## src/rtl/word_serial_comparator_pkg.sv

```systemverilog
// Shared types for the word-serial magnitude comparator: FSM states,
// cascade-state struct and reset constants.
package cmp_pkg;

  localparam int WORD_W_DEF = 16;

  typedef enum logic [1:0] {
    IDLE = 2'd0,
    RUN  = 2'd1,
    DONE = 2'd2
  } state_e;

  // Cascade state, ordered to match the {e,l,g} / {E,L,G} port convention
  typedef struct packed {
    logic e;
    logic l;
    logic g;
  } casc_t;

  localparam casc_t ACC_RST = '{e: 1'b1, l: 1'b0, g: 1'b0};
  localparam casc_t RES_RST = '{e: 1'b0, l: 1'b0, g: 1'b0};

endpackage

```

## src/rtl/word_serial_comparator_if.sv

```systemverilog
// Beat and result signals between a word source and the comparator.
interface word_serial_comparator_if #(
  parameter int WORD_W = cmp_pkg::WORD_W_DEF
);
  logic              start;
  logic              e;
  logic              l;
  logic              g;
  logic [WORD_W-1:0] a_word;
  logic [WORD_W-1:0] b_word;
  logic              in_valid;
  logic              in_ready;
  logic              busy;
  logic              done;
  logic              E;
  logic              L;
  logic              G;

  modport master (
    output start, e, l, g, a_word, b_word, in_valid,
    input  in_ready, busy, done, E, L, G
  );

  modport slave (
    input  start, e, l, g, a_word, b_word, in_valid,
    output in_ready, busy, done, E, L, G
  );
endinterface

```

## src/rtl/word_serial_comparator_hex.sv

```systemverilog
// Combinational cascadable magnitude comparator: a differing word decides,
// an equal word passes the incoming cascade state through.
module hex_comparator #(
  parameter int WORD_W = cmp_pkg::WORD_W_DEF
) (
  input  logic [WORD_W-1:0] a,
  input  logic [WORD_W-1:0] b,
  input  logic              e,
  input  logic              l,
  input  logic              g,
  output logic              E,
  output logic              L,
  output logic              G
);
  always_comb begin
    E = e;
    L = l;
    G = g;
    if (a > b) begin
      E = 1'b0;
      L = 1'b0;
      G = 1'b1;
    end else if (a < b) begin
      E = 1'b0;
      L = 1'b1;
      G = 1'b0;
    end
  end
endmodule

```

## src/rtl/word_serial_comparator.sv

```systemverilog
// Sequential WORD_W*N_WORDS-bit comparator: one word pair per accepted beat,
// LSW first, cascade state carried in a register between beats.
module word_serial_comparator
  import cmp_pkg::*;
#(
  parameter int WORD_W  = WORD_W_DEF,
  parameter int N_WORDS = 4
) (
  input logic                      clk,
  input logic                      rst,
  word_serial_comparator_if.slave  bus
);
  localparam int CNT_W = (N_WORDS > 1) ? $clog2(N_WORDS) : 1;
  localparam logic [CNT_W-1:0] CNT_LAST = CNT_W'(N_WORDS - 1);

  state_e           state, state_nxt;
  logic [CNT_W-1:0] cnt;
  casc_t            acc, res, cmp_o;
  logic             rdy_q, busy_q, done_q;
  logic             load, acc_en, last;

  hex_comparator #(.WORD_W(WORD_W)) u_cmp (
    .a (bus.a_word),
    .b (bus.b_word),
    .e (acc.e),
    .l (acc.l),
    .g (acc.g),
    .E (cmp_o.e),
    .L (cmp_o.l),
    .G (cmp_o.g)
  );

  always_ff @(posedge clk or posedge rst) begin
    if (rst) state <= IDLE;
    else     state <= state_nxt;
  end

  // Accept is gated by the registered ready so it can never run ahead of it
  always_comb begin
    state_nxt = state;
    load      = 1'b0;
    acc_en    = 1'b0;
    last      = 1'b0;
    case (state)
      IDLE: begin
        if (bus.start) begin
          load      = 1'b1;
          state_nxt = RUN;
        end
      end
      RUN: begin
        if (bus.in_valid && rdy_q) begin
          acc_en = 1'b1;
          if (cnt == CNT_LAST) begin
            last      = 1'b1;
            state_nxt = DONE;
          end
        end
      end
      DONE:    state_nxt = IDLE;
      default: state_nxt = IDLE;
    endcase
  end

  // Status flags are registered decodes of the next state
  always_ff @(posedge clk or posedge rst) begin
    if (rst) begin
      rdy_q  <= 1'b0;
      busy_q <= 1'b0;
      done_q <= 1'b0;
    end else begin
      rdy_q  <= (state_nxt == RUN);
      busy_q <= (state_nxt != IDLE);
      done_q <= (state_nxt == DONE);
    end
  end

  always_ff @(posedge clk or posedge rst) begin
    if (rst) begin
      cnt <= '0;
      acc <= ACC_RST;
    end else if (load) begin
      cnt <= '0;
      acc <= '{e: bus.e, l: bus.l, g: bus.g};
    end else if (acc_en) begin
      cnt <= last ? cnt : cnt + CNT_W'(1);
      acc <= cmp_o;
    end
  end

  // Result holds across new starts; only a completion or reset changes it
  always_ff @(posedge clk or posedge rst) begin
    if (rst)       res <= RES_RST;
    else if (last) res <= cmp_o;
  end

  assign bus.in_ready = rdy_q;
  assign bus.busy     = busy_q;
  assign bus.done     = done_q;
  assign bus.E        = res.e;
  assign bus.L        = res.l;
  assign bus.G        = res.g;

endmodule

```

## src/flat_wrapper.sv

```systemverilog
// flat-port wrapper written by rule: the top's interface ports become plain ports
module word_serial_comparator_flat import cmp_pkg::*;
#(
  parameter int WORD_W  = WORD_W_DEF,
  parameter int N_WORDS = 4
)
  (clk, rst, bus_start, bus_e, bus_l, bus_g, bus_a_word, bus_b_word, bus_in_valid, bus_in_ready, bus_busy, bus_done, bus_E, bus_L, bus_G);
  word_serial_comparator_if #(.WORD_W(WORD_W)) bus_i ();
  input logic clk;
  input logic rst;
  input wire logic [$bits(bus_i.start)-1:0] bus_start;
  input wire logic [$bits(bus_i.e)-1:0] bus_e;
  input wire logic [$bits(bus_i.l)-1:0] bus_l;
  input wire logic [$bits(bus_i.g)-1:0] bus_g;
  input wire logic [$bits(bus_i.a_word)-1:0] bus_a_word;
  input wire logic [$bits(bus_i.b_word)-1:0] bus_b_word;
  input wire logic [$bits(bus_i.in_valid)-1:0] bus_in_valid;
  output wire logic [$bits(bus_i.in_ready)-1:0] bus_in_ready;
  output wire logic [$bits(bus_i.busy)-1:0] bus_busy;
  output wire logic [$bits(bus_i.done)-1:0] bus_done;
  output wire logic [$bits(bus_i.E)-1:0] bus_E;
  output wire logic [$bits(bus_i.L)-1:0] bus_L;
  output wire logic [$bits(bus_i.G)-1:0] bus_G;
  assign bus_i.start = bus_start;
  assign bus_i.e = bus_e;
  assign bus_i.l = bus_l;
  assign bus_i.g = bus_g;
  assign bus_i.a_word = bus_a_word;
  assign bus_i.b_word = bus_b_word;
  assign bus_i.in_valid = bus_in_valid;
  assign bus_in_ready = bus_i.in_ready;
  assign bus_busy = bus_i.busy;
  assign bus_done = bus_i.done;
  assign bus_E = bus_i.E;
  assign bus_L = bus_i.L;
  assign bus_G = bus_i.G;
  word_serial_comparator #(.WORD_W(WORD_W), .N_WORDS(N_WORDS)) u_core (.clk(clk), .rst(rst), .bus(bus_i));
endmodule
```

## config.mk

```make
export PLATFORM = sky130hd
export DESIGN_NAME = word_serial_comparator_flat
export DESIGN_NICKNAME = d
export VERILOG_FILES = /design/src/rtl/word_serial_comparator_pkg.sv /design/src/rtl/word_serial_comparator_if.sv /design/src/rtl/word_serial_comparator_hex.sv /design/src/rtl/word_serial_comparator.sv /design/src/flat_wrapper.sv
export SDC_FILE = /design/constraint.sdc
export NUM_CORES = 1
export LEC_CHECK = 0
export BUFFER_PORTS_ARGS = -buffer_cell sky130_fd_sc_hd__buf_2
export CORE_UTILIZATION = 41
export CTS_CLUSTER_SIZE = 20
export DETAILED_ROUTE_END_ITERATION = 10
export PLACE_DENSITY = 0.75
export SETUP_SLACK_MARGIN = 0.3
export SLEW_MARGIN = 30
export SYNTH_ARGS = -nofsm -noshare
export SYNTH_HDL_FRONTEND = slang
export SYNTH_SLANG_ARGS = --single-unit
```

## constraint.sdc

```tcl
create_clock -name clk -period 1.4 [get_ports clk]
set_input_delay 0.28 -clock clk [delete_from_list [all_inputs] [get_ports clk]]
set_output_delay 0.28 -clock clk [all_outputs]
set_load 0.02 [all_outputs]
```

==> metrics.md, run 1 <==
| Metric | Value |
|---|---|
| Run status | complete, but fails checks |
| Violated checks | setup timing |
| Critical path, cell by cell | buf_2 > inv_4 > ha_4 > nand2_4 > or3_4 > a211o_1 > o211a_4 > a211o_1 |
| Fraction of registers with async set or reset after synthesis | 1.00 |
| Initial standard-cell utilization of the core | 0.435 |
| CP arrival | ~1800 ps |
| Yosys top cell by area | dfrtp_1 |
| Capturing instance or port of the critical path | u_core.acc[1] |
| Period utilisation layout | 1.20 |
| CP max stage delay | 390 ps |
| Share of total power in combinational logic | 0.557 |
| Post-detailed-route via-to-cell ratio | slightly above 5 |
| Post-DR wirelength/cell | 13.7 um |
| Critical path depth in cells | 8 |
| Clk_skew | about 7.5 ps |
| Slew of the pin with the lowest slew margin | 476 ps |
| Most common cell type on the critical path | a211o_1 |
| Clock-pin transition on the worst setup and hold timing paths | approximately 90 ps |
| Post-synthesis sequential element count | 13 |
| Setup slack, reg-to-reg | 0 ps |
| Number of DRC violations after detailed routing | 0 |
| Post-synth top flop | dfrtp_1 |
| Post-synth net total | 164 |
| Number of distinct library cells after synthesis | 29 |
| Start point of the critical path | bus_b_word[5] |
| Fin nets | 238 |
| Switching power total | 731 uW |
| Reg-to-reg endpoint | u_core.bus.L |
| Placed insts | 192 |
| Unrepaired setup endpoints after global routing | true |
| H-tree levels | 1 |
| Top cell type's share of synthesized area | 0.312 |
| Count of final setup violators | 6 |
| Number of placement rows | 17 |
| Met3 WL post-DR | 95 um |
| Die extent in x | about 50 um |
| Family of cells with the greatest summed delay on the critical path | compound AO/OA/AOI/OAI gates |
| Congestion Overflow GR | 0 |
| Cell leakage power | 0.889 nW |
| Antenna diode count | 0 |
| Crit start category | input pin |
| Required time at the endpoint of the critical path | 1550 ps |
| Slowest stage cell, crit path | or3_4 |
| Top cells by count, synth | 19 x inv_1, 17 x ha_1, 12 x dfrtp_1, 9 x a21oi_1, 9 x nand2_1 |
| DR iter-0 viols | 4 |
| Ratio of cells with drive above 1 in the final layout | 0.619 |
| Mean post-synth cell area | a little under 9 um^2 |
| Final Max Slew Viols | 0 |
| Die Outline Area | 2540 um^2 |
| Wire length on met2 | 1.71 mm |
| First-pass GRT wire length | 4.33 mm |
| Mapped Cells | 108 |
| TritonCTS clock tree | yes |
| Buffers & Inverters on Critical Path | 2 |
| YS warnings | 0 |
| Count of TritonRoute iterations in the first routing pass | 4 |
| Power per Cell Area | 1140 nW/um^2 |
| Top-level I/O count | 45 |
| Logic depth of the worst register-to-register path | 5 |
| P&R area growth vs syn | 83.2% |
| Crit-path max FO | 6 |
| Part of the power in the clock network | 0.113 |
| Via count of the routed design | 1077 |
| Worst path setup slack after routing | -280 ps |
| Clock tree buffer depth | 2 |
| DRT Wirelength | 2.87 mm |
| Largest net degree at the start of global routing | 14 |
| Initial antenna violation count | 0 |
| Gpl congestion | slightly above 0.8 |
| Inserted Clock Buffers | 3 |
| Sequential share of power | 0.330 |
| Peak supply drop | about 1.1 mV |
| Max-Slew Margin vs Limit | 0.682 |
| Number of hold-repair buffers added at the cts stage | 0 |
| Path class of the lowest-slack min-delay path | input pin to asynchronous set/reset pin |
| Category of the critical setup timing path | input pin to register |
| Internal power contribution | 1.27 mW |
| Finished Layout Cells | 209 |
| Die extent in y | 50.4 um |
| Clock sink count | 13 |
| Power after layout | roughly 2.0 mW |
| Combined area of all synthesized cells | 962 um^2 |
| Count of input and output buffers | 44 |
| Post-layout min period | 1680 ps |
| Remaining antenna violation count | 0 |
| Highest metal layer used by the detailed router | met4 |
| Via count of the first global-routing pass | 1069 |
| Switching power share of the total | 0.365 |
| Overall Global Routing Usage | 0.222 |
| Worst Setup End Kind | register |
| Library cell used as clock root buffer | clkbuf_4 |
| Maximum clock frequency | 595 MHz |
| Leading post-synthesis cells by cell area | dfrtp_1 31%, ha_1 22%, inv_1 7.4%, a21oi_1 4.7%, o31ai_1 3.9% |
| Clock latency on the worst-skew pair | between 200 and 300 ps |
| Most repeated cell in the gate-level netlist after synthesis | inv_1 |
| HPWL after DPL | 1.99 mm |
| Count of flip-flops with a built-in enable after synthesis | 0 |
| Endpoints failing hold | 0 |
| Portion of the post-synthesis area used by sequential elements | 0.339 |
| Total of max-cap violations | 0 |
| R2r startpoint | u_core.cnt[0] |
| Met1 routed wirelength after detailed routing | around 1.1 mm |
| Std-Cell Core Area | 2210 um^2 |
## cell usage in the layout (no fill, tap or decap), drive strengths merged, types with 3 or more instances in the layout
| master | count |
|---|---|
| a21oi | 9 |
| ha | 17 |
| buf | 70 |
| nor2 | 5 |
| inv | 19 |
| o21ai | 4 |
| nor3b | 3 |
| clkbuf | 3 |
| dfrtp | 12 |
| nand2 | 10 |
| o31ai | 5 |
| nand4 | 4 |
## state kept, by name, indices dropped and copies added, names as in the netlist
signal               cells
u_core.acc               3
u_core.cnt               2
u_core.state             2
u_core.bus.E             1
u_core.bus.G             1
u_core.bus.L             1
u_core.bus.busy          1
u_core.bus.done          1
u_core.bus.in_ready      1
## power by group through the flow
| stage | combinational, mW | sequential [mW] | clock [mW] |
|---|---|---|---|
| after floorplan | 0.435 | 0.679 | 0 |
| after global placement | 0.785 | 0.616 | 0 |
| after detailed placement | 0.821 | 0.625 | 0 |
| after CTS | 1.01 | 0.643 | 0.230 |
| after global routing | 1.21 | 0.673 | 0.245 |
| final | 1.12 | 0.661 | 0.225 |
## metal layers
layer | vias up | global-route usage
met4 | 0 | 0.0139
li1 | 526 | -
met2 | 24 | 0.456
met1 | 525 | 0.246
met3 | 2 | 0.0303
met5 | - | 0
## final cells by class
class,instances,area [um^2]
fill,141,449
sequential,13,328
clock buffer,3,22.5
multi-input combinational,75,746
tap,28,35.0
timing repair buffer,70,533
clock inverter,1,5.00
inverter,19,93.8
## how the worst min path moves through the flow
stage	startpoint	to	depth (start not counted)	slack, ps
after detailed placement	rst	u_core.bus.done	2	330
after global routing	rst	u_core.bus.done	2	60
after global placement	rst	u_core.bus.busy	2	320
after CTS	rst	u_core.bus.done	2	30
after floorplan	rst	u_core.acc[0]	1	160
final	rst	u_core.bus.done	2	10
## stage by stage
step	hold slack [ps]	setup WS [ps]	TNS, ps	cell area [um^2]	util
final	10.2	-280	-1240	1760	0.797
after global routing	62.6	-309	-1490	1760	0.797
after CTS	27.0	-307	-1450	1670	0.756
after detailed placement	326	-610	-3240	1440	0.649
after global placement	318	-570	-2960	1440	0.649
after floorplan	156	-371	-1640	1100	-
## logic make-up (layout without fill, tap and decap cells)
logic type | after synthesis | count (layout) | synth area share
adder cells (fa/ha/maj) | 17 | 17 | 0.221
flip-flops | 13 | 13 | 0.339
AND/OR/NAND/NOR | 32 | 32 | 0.183
AO/OA/AOI/OAI | 26 | 26 | 0.178
buffers and inverters | 20 | 93 | 0.0780
## repair_timing
action / CTS / global route
pin swaps: 12 / 9
resized for setup: 34 / 17
setup buffers: 10 / 3
endpoints found under the setup margin: 13 / 18
Note: power is estimated with default switching activity, not from simulation.
==> run 2, diff against run 1 <==
Settings changed: CORE_UTILIZATION 41 to 40, PLACE_DENSITY 0.75 to 0.73.
==> run 2 against run 1 <==
Against the previous run: highest routed layer unchanged; clock-buffer cell count unchanged; maximum frequency is 3.3% lower; cell count up 1.4%; clock power rose by 6%; core utilization grew 0.42 points; non-clock buffer count increased by 3; combinational power grew 6%; total power up 4.5%; sequential share of layout area down 0.20 points; the flow finishes with violations (hold timing, setup timing); wire length up 2.3%; sequential power about the same.
==> metrics.md, run 2 (synthesis gave the netlist of run 1 again) <==
| Metric | Value |
|---|---|
| Run status | complete, but fails checks |
| Violated checks | hold timing, setup timing |
| Path class of the lowest-slack min-delay path | input pin to asynchronous set/reset pin |
| Commonest non-fill, non-tap cells in the layout | 30 x buf_2, 23 x buf_6, 18 x buf_4 |
| Critical path, cell by cell | buf_6 > ha_4 > nand4_1 > buf_4 > buf_6 > buf_6 > buf_6 > nor2_4 > a21oi_2 > o211a_4 > buf_4 > o31ai_2 |
| CP max stage delay | 250 ps (-140 ps) |
| Top-level I/O count | 45 (unchanged) |
| Peak supply drop | 1.24 mV (+10%) |
| Cell leakage power | 0.902 nW (+1.5%) |
| Initial antenna violation count | 0 (unchanged) |
| Number of fill cells | 137 (-2.8%) |
| Area of the multi-input gates | 729 um^2 (-2.2%) |
| Power per Cell Area | 1170 nW/um^2 (+3.0%) |
| Crit-path max FO | 6 (unchanged) |
| Crit start category | input pin |
| Std-Cell Core Area | 2230 um^2 (+0.96%) |
| TritonCTS clock tree | yes |
| Count of TritonRoute iterations in the first routing pass | 4 (unchanged) |
| Register area | 329 um^2 (+0.38%) |
| Max-Slew Margin vs Limit | 0.679 (-0.00265) |
| Count of input and output buffers | 44 (unchanged) |
| Flip-flop count of the largest register, all copies and words added | 3 (unchanged) |
| Wire length on met2 | 1.67 mm (-2.1%) |
| Clock sink count | 13 (unchanged) |
| Via count of the routed design | 1059 (-1.7%) |
| Inserted Clock Buffers | 3 (unchanged) |
| Number of DRC violations after detailed routing | 0 (unchanged) |
| P&R area growth vs syn | 86.0% |
| Period utilisation layout | 1.24 (+0.0408) |
| Worst path setup slack after routing | -337 ps (-57.1 ps) |
| Count of final setup violators | 6 (unchanged) |
| Finished Layout Cells | 212 (+1.4%) |
| Clock latency on the worst-skew pair | 280 ps (about the same) |
| Remaining antenna violation count | 0 (unchanged) |
| Die extent in x | 51.0 um (+1.2%) |
| Placed insts | 189 (-1.6%) |
| CP arrival | 1920 ps (+90 ps) |
| Category of the critical setup timing path | input pin to register |
| Slowest stage cell, crit path | ha_4 |
| Number of placement rows | 17 (unchanged) |
| Post-DR wirelength/cell | 13.9 um (+0.82%) |
| Slew of the pin with the lowest slew margin | 480 ps (+3.97 ps) |
| Fin area | 1790 um^2 (+1.5%) |
| Maximum clock frequency | 576 MHz (-3.3%) |
| Worst Setup End Kind | register |
| Final Max Slew Viols | 0 (unchanged) |
| Via count of the first global-routing pass | 983 (-8.0%) |
| Met1 routed wirelength after detailed routing | 1.14 mm (+8.2%) |
| Family of cells with the greatest summed delay on the critical path | buffers and inverters |
| Critical path depth in cells | 12 (+4) |
| Ratio of cells with drive above 1 in the final layout | 0.620 (+0.000781) |
| HPWL after DPL | 1.88 mm (-5.8%) |
| Die extent in y | 51.0 um (+1.2%) |
| H-tree levels | 1 (unchanged) |
| Overall Global Routing Usage | 0.215 (-0.00767) |
| Die Outline Area | 2610 um^2 (+2.4%) |
| Total of max-cap violations | 0 (unchanged) |
| DRT Wirelength | 2.94 mm (+2.3%) |
| Biggest regs | u_core.acc (3), u_core.cnt (2), u_core.state (2) |
| Initial standard-cell utilization of the core | 0.431 (-0.00414) |
| Gpl congestion | 0.831 (+0.27%) |
| Clk_skew | 3.18 ps (-4.35 ps) |
| Library cell used as clock root buffer | clkbuf_4 |
| Total Negative Setup Slacks | -1370 ps (-135 ps) |
| Pre-CTS setup slack | -607 ps (+2.93 ps) |
| Most common cell type on the critical path | buf_6 |
| Buffers & Inverters on Critical Path | 6 (+4) |
| Clock tree buffer depth | 2 (unchanged) |
| Congestion Overflow GR | 0 (unchanged) |
| Met3 WL post-DR | 88 um (-7.4%) |
| Power after layout | 2.09 mW (+4.5%) |
| Unrepaired setup endpoints after global routing | true |
| First-pass GRT wire length | 4.11 mm (-4.9%) |
| Commonest non-fill, non-tap cell in the layout | buf_2 |
| Post-detailed-route via-to-cell ratio | 5.00 (-3.1%) |
| Highest metal layer used by the detailed router | met4 |
| Required time at the endpoint of the critical path | 1580 ps (+30 ps) |
| Logic depth of the worst register-to-register path | 5 (unchanged) |
| Worst hold slack after final layout | -2.37 ps (-12.6 ps) |
| DR iter-0 viols | 17 (+13) |
| Antenna diode count | 0 (unchanged) |
| Number of hold-repair buffers added at the cts stage | 0 (unchanged) |
| Post-layout min period | 1740 ps (+57.1 ps) |
| Clock-pin transition on the worst setup and hold timing paths | 90 ps (about the same) |
| Fin nets | 241 (+1.3%) |
| Area after DPL | 1410 um^2 (-1.6%) |
| Largest net degree at the start of global routing | 14 (unchanged) |
| Largest Register | u_core.acc |
| Endpoints failing hold | 5 (+5) |
run 2: cell count changes in the layout (fill, tap and decap cells not counted), sizes merged:
cell | previous run | this run
buf | 70 | 73
run 2: layer usage:
| metal | vias up | track usage |
|---|---|---|
| met4 | 0 | 0.0694 |
| li1 | 532 | - |
| met2 | 23 | 0.408 |
| met5 | - | 0 |
| met1 | 498 | 0.235 |
| met3 | 6 | 0.0387 |
run 2: layout make-up:
type | instances | area share
Clock inverter | 1 | 0.00280
Multi-Input combinational cell | 75 | 0.408
Timing Repair Buffer | 73 | 0.321
Tap cell | 28 | 0.0196
Clock buffer | 3 | 0.0126
Inverter | 19 | 0.0524
Sequential cell | 13 | 0.184
run 2: power breakdown:
part,internal [mW],switching [mW],leakage [nW]
combinational,0.685,0.505,0.733
clock,0.106,0.132,0.0177
sequential,0.533,0.132,0.152
total,1.32,0.768,0.902
run 2: worst paths after layout:
check                                    start  slack [ps]             endpoint
worst max-delay path            bus_a_word[11]        -340        u_core.acc[0]
max in group asynchronous                  rst        1050        u_core.acc[2]
worst min-delay path                       rst          -2  u_core.bus.in_ready
min in group clk                         bus_e         220        u_core.acc[2]
worst max register to register   u_core.cnt[1]          30         u_core.bus.L
worst min register to register   u_core.acc[2]         530        u_core.acc[2]
run 2: through the flow:
stage                      util  hold WS (ps)
after floorplan               -           156
after global placement    0.632           314
after detailed placement  0.632           319
after CTS                 0.747          14.4
after global routing      0.801          34.3
final                     0.801         -2.37
run 2: what timing repair did:
item                                    in CTS  in global routing
endpoints found under the setup margin      14                 18
resized for setup                           34                 20
setup buffers                               13                  6
pin swaps                                   15                 15
==> run 3, diff against run 2 <==
Settings changed: BUFFER_PORTS_ARGS -buffer_cell sky130_fd_sc_hd__buf_2 to -buffer_cell sky130_fd_sc_hd__clkbuf_2, HOLD_SLACK_MARGIN from default to 0.1.
==> run 3 against run 2 <==
Against the previous run: the flow finishes with violations (setup timing); sequential power shrank 2%; register-to-register slack is essentially flat; critical path depth shrank 4; wire length shrank 12%; global-route usage shrank 1.1 points; non-clock buffer count shrank 9; die area is the same; clock-buffer cell count grew 1; core utilization shrank 5.0 points; total power shrank 7.2%; sequential cell count is the same; setup slack gained 76 ps; critical path type unchanged; critical endpoint is now u_core.acc[1]; largest cell class unchanged; largest power group unchanged; highest routed layer unchanged.
==> metrics.md, run 3 (synthesis gave the netlist of run 1 again) <==
| Metric | Value |
|---|---|
| Placed insts | 189 (unchanged) |
| Peak supply drop | 1.11 mV (-9.8%) |
| Number of placement rows | 17 (unchanged) |
| Unrepaired setup endpoints after global routing | true |
| Area after DPL | 1410 um^2 (unchanged) |
| Sequential share of power | 0.336 (+0.018) |
| Logic depth of the worst register-to-register path | 5 (unchanged) |
| Run status | complete, but fails checks |
| H-tree levels | 1 (unchanged) |
| Internal power contribution | 1.22 mW (-8.1%) |
| Via count of the routed design | 1041 (-1.7%) |
| Die extent in y | 51.0 um (unchanged) |
| Endpoints failing hold | 0 (-5) |
| Largest Register | u_core.acc |
| Post-DR wirelength/cell | 12.7 um (-8.1%) |
| Count of final setup violators | 6 (unchanged) |
| Slew of the pin with the lowest slew margin | 484 ps (+3.44 ps) |
| Start point of the critical path | bus_b_word[4] |
| Start point of the worst hold path | bus_e |
| Clock-pin transition on the worst setup and hold timing paths | 80 ps (about the same) |
| Worst Setup End Kind | register |
| Die Outline Area | 2610 um^2 (unchanged) |
| HPWL after DPL | 1.96 mm (+4.4%) |
| First-pass GRT wire length | 4.04 mm (-1.8%) |
| Clk_skew | 0.396 ps (-2.78 ps) |
| CP arrival | 1830 ps (-90 ps) |
| Final Max Slew Viols | 0 (unchanged) |
| Part of the power in the clock network | 0.121 (+0.007) |
| Clock sink count | 13 (unchanged) |
| Post-layout min period | 1660 ps (-76.3 ps) |
| Commonest non-fill, non-tap cell in the layout | clkbuf_2 |
| Via count of the first global-routing pass | 993 (+1.0%) |
| DR iter-0 viols | 11 (-6) |
| Max-Slew Margin vs Limit | 0.677 (-0.00229) |
| Count of input and output buffers | 44 (unchanged) |
| Overall Global Routing Usage | 0.204 (-0.0110) |
| Category of the critical setup timing path | input pin to register |
| Required time at the endpoint of the critical path | 1570 ps (about the same) |
| Switching power share of the total | 0.374 (+0.00637) |
| Clock tree buffer depth | 2 (unchanged) |
| Antenna diode count | 0 (unchanged) |
| Total of max-cap violations | 0 (unchanged) |
| Flip-flop count of the largest register, all copies and words added | 3 (unchanged) |
| Largest net degree at the start of global routing | 14 (unchanged) |
| Initial standard-cell utilization of the core | 0.431 (unchanged) |
| Setup slack, reg-to-reg | 30 ps (about the same) |
| Number of DRC violations after detailed routing | 0 (unchanged) |
| Reg-to-reg endpoint | u_core.acc[0] |
| Inserted Clock Buffers | 3 (unchanged) |
| Ratio of cells with drive above 1 in the final layout | 0.571 (-0.0481) |
| Maximum clock frequency | 602 MHz (+4.6%) |
| Path class of the lowest-slack min-delay path | input pin to register |
| Violated checks | setup timing |
| Worst hold slack after final layout | 241 ps (+243 ps) |
| Capturing instance or port of the critical path | u_core.acc[1] |
| Crit start category | input pin |
| Finished Layout Cells | 203 (-4.2%) |
| Commonest non-fill, non-tap cells in the layout | 34 x clkbuf_2, 17 x buf_4, 11 x dfrtp_1 |
| Library cell used as clock root buffer | clkbuf_4 |
| P&R area growth vs syn | 74.4% |
| Die extent in x | 51.0 um (unchanged) |
| Period utilisation layout | 1.19 (-0.0545) |
| Fin nets | 232 (-3.7%) |
| R2r startpoint | u_core.state[1] |
| Std-Cell Core Area | 2230 um^2 (unchanged) |
| Count of TritonRoute iterations in the first routing pass | 4 (unchanged) |
| Cell leakage power | 0.847 nW (-6.1%) |
| Post-detailed-route via-to-cell ratio | 5.13 (+2.7%) |
| Utilization after layout | 0.751 (-0.0499) |
| Power per Cell Area | 1160 nW/um^2 (-1.0%) |
| Clock latency on the worst-skew pair | 270 ps (about the same) |
| DRT Wirelength | 2.59 mm (-12%) |
| Biggest regs | u_core.acc (3), u_core.cnt (2), u_core.state (2) |
| Total Negative Setup Slacks | -1140 ps (+235 ps) |
| Worst path setup slack after routing | -261 ps (+76.3 ps) |
| Crit-path max FO | 6 (unchanged) |
| Share of total power in combinational logic | 0.543 (-0.026) |
| Remaining antenna violation count | 0 (unchanged) |
| Fin area | 1680 um^2 (-6.2%) |
| Congestion Overflow GR | 0 (unchanged) |
| TritonCTS clock tree | yes |
| Switching power total | 725 uW (-5.6%) |
| Top-level I/O count | 45 (unchanged) |
| Gpl congestion | 0.797 (-4.1%) |
| Initial antenna violation count | 0 (unchanged) |
run 3: cell types whose count changed in the layout (fill, tap and decap cells not counted), sizes merged:
cell         previous run  this run
buf                    73        25
clkbuf                  3        42
dlygate4sd3             0         1
clkinv                  1         0
run 3: area by class of cell:
cell class              count  area, um^2
multi-input cells          75         738
fillers                   164         556
repair buffers             64         457
flip-flops and latches     13         328
inverters                  19        93.8
well taps                  28        35.0
clock buffers               4        26.3
run 3: power by group through the flow:
stage	registers [mW]	clock network, mW	logic [mW]
floorplan	0.679	0	0.435
global placement	0.618	0	0.776
detailed placement	0.628	0	0.803
CTS	0.645	0.237	0.983
global route	0.665	0.256	1.14
finish	0.651	0.236	1.05
run 3: how the worst min path moves through the flow:
stage | end | slack, ps | cells past startpoint
2_1_floorplan | u_core.acc[0] | 160 | 1
3_3_place_gp | u_core.bus.busy | 290 | 2
3_5_place_dp | u_core.bus.in_ready | 300 | 2
4_1_cts | u_core.acc[0] | 240 | 3
5_1_grt | u_core.acc[0] | 250 | 3
6_report | u_core.acc[2] | 240 | 3
run 3: what timing repair did:
action | in CTS | in global routing
resized for setup | 25 | 14
endpoints found under the setup margin | 14 | 14
setup buffers | 8 | 1
pin swaps | 8 | 4
endpoints found under the hold margin | 12 | 0
hold buffers | 1 | 0
run 3: per-stage QoR:
step,power [mW],setup slack [ps]
2_1_floorplan,1.11,-371
3_3_place_gp,1.39,-577
3_5_place_dp,1.43,-606
4_1_cts,1.87,-274
5_1_grt,2.07,-286
6_report,1.94,-261
run 3: worst max-delay path, cell delays in order:
cell	delay, ps
clkbuf_2	110
inv_4	40
ha_4	260
nand2_4	40
or3_4	380
a211o_1	250
o211a_4	180
a211o_1	290
run 3: routing by layer:
metal  up-vias  wire length (um)  GRT usage
met3         4               103     0.0357
met4         0                21     0.0648
met5         -                 0          0
met1       499               995      0.242
li1        511                 -          -
met2        27              1470      0.366
